$ cat src/rtl/instr_fetch_unit.sv
// Instruction-fetch front end: owns the PC, fetches over a req/ready handshake
// into a 2-entry queue, and flushes/redirects on taken branches and jumps.
module instr_fetch_unit #(
  parameter logic [31:0] RESET_PC  = 32'h0000_0000,
  parameter logic [31:0] NOP_INSTR = 32'h0000_0000
) (
  input  logic        clk,
  input  logic        reset,
  output logic        imem_req,
  output logic [31:0] imem_addr,
  input  logic        imem_ready,
  input  logic [31:0] imem_rdata,
  input  logic        redirect,
  input  logic [31:0] redirect_pc,
  input  logic        stall,
  output logic [31:0] Instruction,
  output logic [31:0] PC_Plus4,
  output logic        instr_valid
);

  typedef enum logic [1:0] {
    IDLE  = 2'd0,
    WAIT  = 2'd1,
    DRAIN = 2'd2
  } state_t;

  state_t      r_state;
  state_t      w_nextState;
  logic [1:0]  r_count;
  logic [1:0]  w_nextCount;
  logic        r_head;
  logic [31:0] r_fetchPc;
  logic [31:0] w_nextFetchPc;
  logic [31:0] r_reqAddr;
  logic [31:0] w_nextReqAddr;
  logic [31:0] r_qInstr [2];
  logic [31:0] r_qPc4   [2];

  logic        w_pop;
  logic        w_push;
  logic        w_tail;
  logic [1:0]  w_countAfterPop;
  logic [31:0] w_target;
  logic [31:0] w_fetchPcPlus4;
  logic        w_unusedLowBits;

  assign w_target        = {redirect_pc[31:2], 2'b00};
  assign w_unusedLowBits = ^redirect_pc[1:0];
  assign w_fetchPcPlus4  = r_fetchPc + 32'd4;

  assign instr_valid = (r_count != 2'd0);
  assign Instruction = instr_valid ? r_qInstr[r_head] : NOP_INSTR;
  assign PC_Plus4    = instr_valid ? r_qPc4[r_head] : 32'd0;

  // A redirect flushes the queue, so the head is never consumed that cycle.
  assign w_pop           = instr_valid && !stall && !redirect;
  assign w_countAfterPop = r_count - {1'b0, w_pop};
  assign w_tail          = r_head ^ r_count[0];

  assign imem_req  = (r_state == WAIT) || (r_state == DRAIN);
  assign imem_addr = (r_state == DRAIN) ? r_reqAddr : r_fetchPc;

  always_comb begin
    w_nextState   = r_state;
    w_nextCount   = w_countAfterPop;
    w_nextFetchPc = r_fetchPc;
    w_nextReqAddr = r_reqAddr;
    w_push        = 1'b0;
    unique case (r_state)
      IDLE: begin
        if (redirect) begin
          w_nextCount   = 2'd0;
          w_nextFetchPc = w_target;
        end else if (w_countAfterPop != 2'd2) begin
          w_nextState = WAIT;
        end
      end
      WAIT: begin
        if (redirect) begin
          w_nextCount   = 2'd0;
          w_nextFetchPc = w_target;
          if (imem_ready) begin
            w_nextState = IDLE;
          end else begin
            // fetch_pc now holds the target, so remember the in-flight address
            w_nextState   = DRAIN;
            w_nextReqAddr = r_fetchPc;
          end
        end else if (imem_ready) begin
          w_push        = 1'b1;
          w_nextCount   = w_countAfterPop + 2'd1;
          w_nextFetchPc = w_fetchPcPlus4;
          w_nextState   = (w_countAfterPop == 2'd0) ? WAIT : IDLE;
        end
      end
      DRAIN: begin
        if (redirect) begin
          w_nextCount   = 2'd0;
          w_nextFetchPc = w_target;
        end
        if (imem_ready) begin
          w_nextState = IDLE;
        end
      end
      default: begin
        w_nextState = IDLE;
      end
    endcase
  end

  always_ff @(posedge clk) begin
    if (reset) begin
      r_state   <= IDLE;
      r_count   <= 2'd0;
      r_head    <= 1'b0;
      r_fetchPc <= RESET_PC;
      r_reqAddr <= RESET_PC;
    end else begin
      r_state   <= w_nextState;
      r_count   <= w_nextCount;
      r_head    <= r_head ^ w_pop;
      r_fetchPc <= w_nextFetchPc;
      r_reqAddr <= w_nextReqAddr;
    end
  end

  always_ff @(posedge clk) begin
    if (reset) begin
      r_qInstr[0] <= 32'd0;
      r_qInstr[1] <= 32'd0;
      r_qPc4[0]   <= 32'd0;
      r_qPc4[1]   <= 32'd0;
    end else if (w_push) begin
      r_qInstr[w_tail] <= imem_rdata;
      r_qPc4[w_tail]   <= w_fetchPcPlus4;
    end
  end

endmodule

$ cat config.mk
export PLATFORM = sky130hd
export DESIGN_NAME = instr_fetch_unit
export DESIGN_NICKNAME = d
export VERILOG_FILES = /design/src/rtl/instr_fetch_unit.sv
export SDC_FILE = /design/constraint.sdc
export NUM_CORES = 1
export LEC_CHECK = 0
export BUFFER_PORTS_ARGS = -buffer_cell sky130_fd_sc_hd__buf_4
export CORE_MARGIN = 2
export CORE_UTILIZATION = 50
export DETAILED_ROUTE_END_ITERATION = 7
export GPL_TIMING_DRIVEN = 1
export HOLD_SLACK_MARGIN = 0.06
export PLACE_DENSITY = 0.73
export SYNTH_ARGS = -nofsm -noshare
export SYNTH_HDL_FRONTEND = slang
export SYNTH_SLANG_ARGS = --single-unit
$ cat constraint.sdc
create_clock -name clk -period 7.6 [get_ports clk]
set_input_delay 0.76 -clock clk [delete_from_list [all_inputs] [get_ports clk]]
set_output_delay 0.76 -clock clk [all_outputs]
set_load 0.005 [all_outputs]
==> impl_metrics.json <==
{
  "start_util_pct": 50.7,
  "cts_buffers": 17,
  "layout_min_cycle_time_ns": 3.22,
  "die_w_um": 142,
  "cts_tree": "built",
  "grt_pass1_wl_um": 35300,
  "yosysSeqAreaShare_pct": 53.1,
  "area_delta_synth_final_pct": 19.8,
  "finalClockSkew_ns": 0.00841,
  "root_buffer": "clkbuf_16",
  "avgSynthCellArea_um2": 10.1,
  "setup-tns-final_ns": 0,
  "clock_latency_ns": 0.43,
  "yosys.area.top_type": "edfxtp_1",
  "wl_per_cell_um": 17.4,
  "r2r-start": "r_head",
  "synth_warnings": 0,
  "setup_violations": 0,
  "worstSetupPathType": "reg2reg",
  "crit_path_start_kind": "flip-flop",
  "critical_path_required_ns": 7.66,
  "slew_headroom_pct": 24.5,
  "io_buffers": 160,
  "worst_pin_slew_ns": 1.13,
  "peakVddDrop_uv": 172,
  "synth_top_area_share_pct": 39.4,
  "core_mm2": 0.0186,
  "finalNetCount": 1125,
  "clockBufferDepth": 2,
  "gp_congestion": 0.839,
  "slew_violations": 0,
  "async_flop_share_pct": 0,
  "timing.max_cap.violations": 0,
  "dp_cells": 1264,
  "worstHoldPathType": "reg2reg",
  "synthCells": 939,
  "antenna_cells": 0,
  "antenna_found_initial": 0,
  "ys_top_cells_by_area": "edfxtp_1 39%, dfxtp_1 14%, mux2i_1 6.7%",
  "fin_cells": 1296,
  "viasPerCell": 5.54,
  "htreeDepth": 4,
  "synth_edf_count": 124,
  "io_pins": 167,
  "grt_pass1_vias": 6772,
  "power_density_mw_per_mm2": 217,
  "ys.flop_type": "edfxtp_1",
  "die_height_um": 142,
  "cp_max_fo": 65,
  "dp.final_hpwl_um": 14400,
  "p_leak_nw": 4.21,
  "firstDrtPassIters": 5,
  "holdCritStartpoint": "r_reqAddr[18]",
  "synth_area_mm2": 0.00946,
  "drive_above_1_share_pct": 23.9,
  "yosysMostFrequentCell": "nor2_1",
  "max_freq_mhz": 311,
  "cts_resized": 0,
  "hold_viol": 0,
  "grt_start_max_net_pins": 69,
  "cts.clk_slew.worst_paths_ns": 0.07,
  "wirelength_um": 22500,
  "min_period_over_period_pct": 42.3,
  "crit_start": "r_head",
  "synth_seq_cells": 189,
  "worstSetupEndpointType": "flip-flop",
  "synth.top_cells.by_count": "144 x nor2_1, 124 x edfxtp_1, 102 x nand2_1",
  "cts_hold_buffers": 0,
  "outcome": "completed",
  "postCtsSetupBuffers": 0,
  "grt_util_all_layers_pct": 22.6,
  "rsz0062_at_grt": "false",
  "grt-ovfl-total": 0,
  "dr.first_iter.drc_count": 542,
  "vias": 7176,
  "drtAntennaViolNets": 0,
  "cp_data_arrival_time_ns": 3.28,
  "cts_sinks": 189,
  "fp-row-count": 50,
  "die_area_mm2": 0.0200,
  "remaining_drc_errors": 0,
  "netlist-cell-type-count": 59
}
power breakdown:
| part | internal (W) | switching, W |
|---|---|---|
| combinational | 0.000153 | 0.000186 |
| clock | 0.000521 | 0.000391 |
| sequential | 0.00115 | 0.0000599 |
| total | 0.00182 | 0.000636 |
worst max-delay path: stages, from the launching register on:
cell	delay (ns)
dfxtp_4	0.33
buf_4	0.84
xnor2_1	0.24
nand2_1	0.08
buf_4	0.26
nand2_2	0.47
buf_4	0.58
cell usage in the layout, fill, tap and decap left out, types with 3 or more instances in the layout:
master / n
a2bb2oi_1: 3
nor2_1: 143
or3_1: 5
clkbuf_1: 3
nand3_1: 23
xor2_1: 17
clkbuf_16: 17
nand2_1: 100
buf_4: 173
a211oi_1: 3
mux2_2: 31
clkinv_4: 4
a31oi_1: 12
and3_1: 10
and4_1: 6
a21oi_1: 58
nand4_1: 7
o211ai_1: 3
ha_1: 7
and2_1: 67
xnor2_1: 15
nor3_1: 11
mux2i_1: 63
o21ai_0: 17
or4_1: 9
inv_1: 10
nor3_2: 4
conb_1: 4
dfxtp_1: 64
edfxtp_1: 124
bufinv_16: 3
stage by stage:
stage / hold slack, ns / instance area, um^2 / utilization, % / worst slack (ns) / total power (W)
after CTS: 0.456 / 11300 / 60.8 / 4.30 / 0.00247
after detailed placement: 0.446 / 10700 / 57.6 / 4.30 / 0.00157
after floorplan: 0.433 / 9470 / - / 4.22 / 0.00142
after global routing: 0.471 / 11300 / 60.8 / 4.14 / 0.00254
final: 0.452 / 11300 / 60.8 / 4.38 / 0.00246
after global placement: 0.438 / 10700 / 57.6 / 4.30 / 0.00156
logic make-up (layout without fill, tap and decap cells):
kind of cell | count (synthesis) | in the layout | share of synthesized area (%)
simple gates | 405 | 405 | 21.0
flops | 189 | 189 | 53.1
compound gates | 116 | 116 | 7.38
buf+inv | 95 | 215 | 4.23
mux | 94 | 94 | 10.4
xor+xnor | 32 | 32 | 2.96
fa+ha+maj | 7 | 7 | 0.926
other cells | 1 | 4 | 0.0396
cell type report:
cell class	instances	area, um^2
Clock buffer	20	437
Clock inverter	12	161
Fill cell	1552	7310
Inverter	10	37.5
Multi-Input combinational cell	658	4070
Sequential cell	189	5030
Tap cell	234	293
Timing Repair Buffer	173	1300
per-layer routing:
layer	routed length [um]	global-route usage (%)	vias to the layer above	share of wire [%]
met5	0	0	-	0
met4	385	7.53	0	1.7
met3	1690	3.68	28	7.5
met2	10600	36.9	269	47
met1	9880	30.9	3401	44
li1	-	-	3478	-
registers in the layout (all words and copies together), names as in the netlist:
| signal | count |
|---|---|
| r_head | 1 |
| r_qInstr | 64 |
| r_reqAddr | 30 |
| r_count | 2 |
| r_qPc4 | 60 |
| r_fetchPc | 30 |
| r_state | 2 |
path summary, 6_finish.rpt:
path,to,slack [ns],cells past startpoint
max,r_qInstr[0][18],4.38,6
min,r_reqAddr[18],0.45,2
max reg2reg,r_qInstr[0][18],4.38,6
min reg2reg,r_reqAddr[18],0.45,2
No activity file was read; power rests on OpenSTA's default activity.
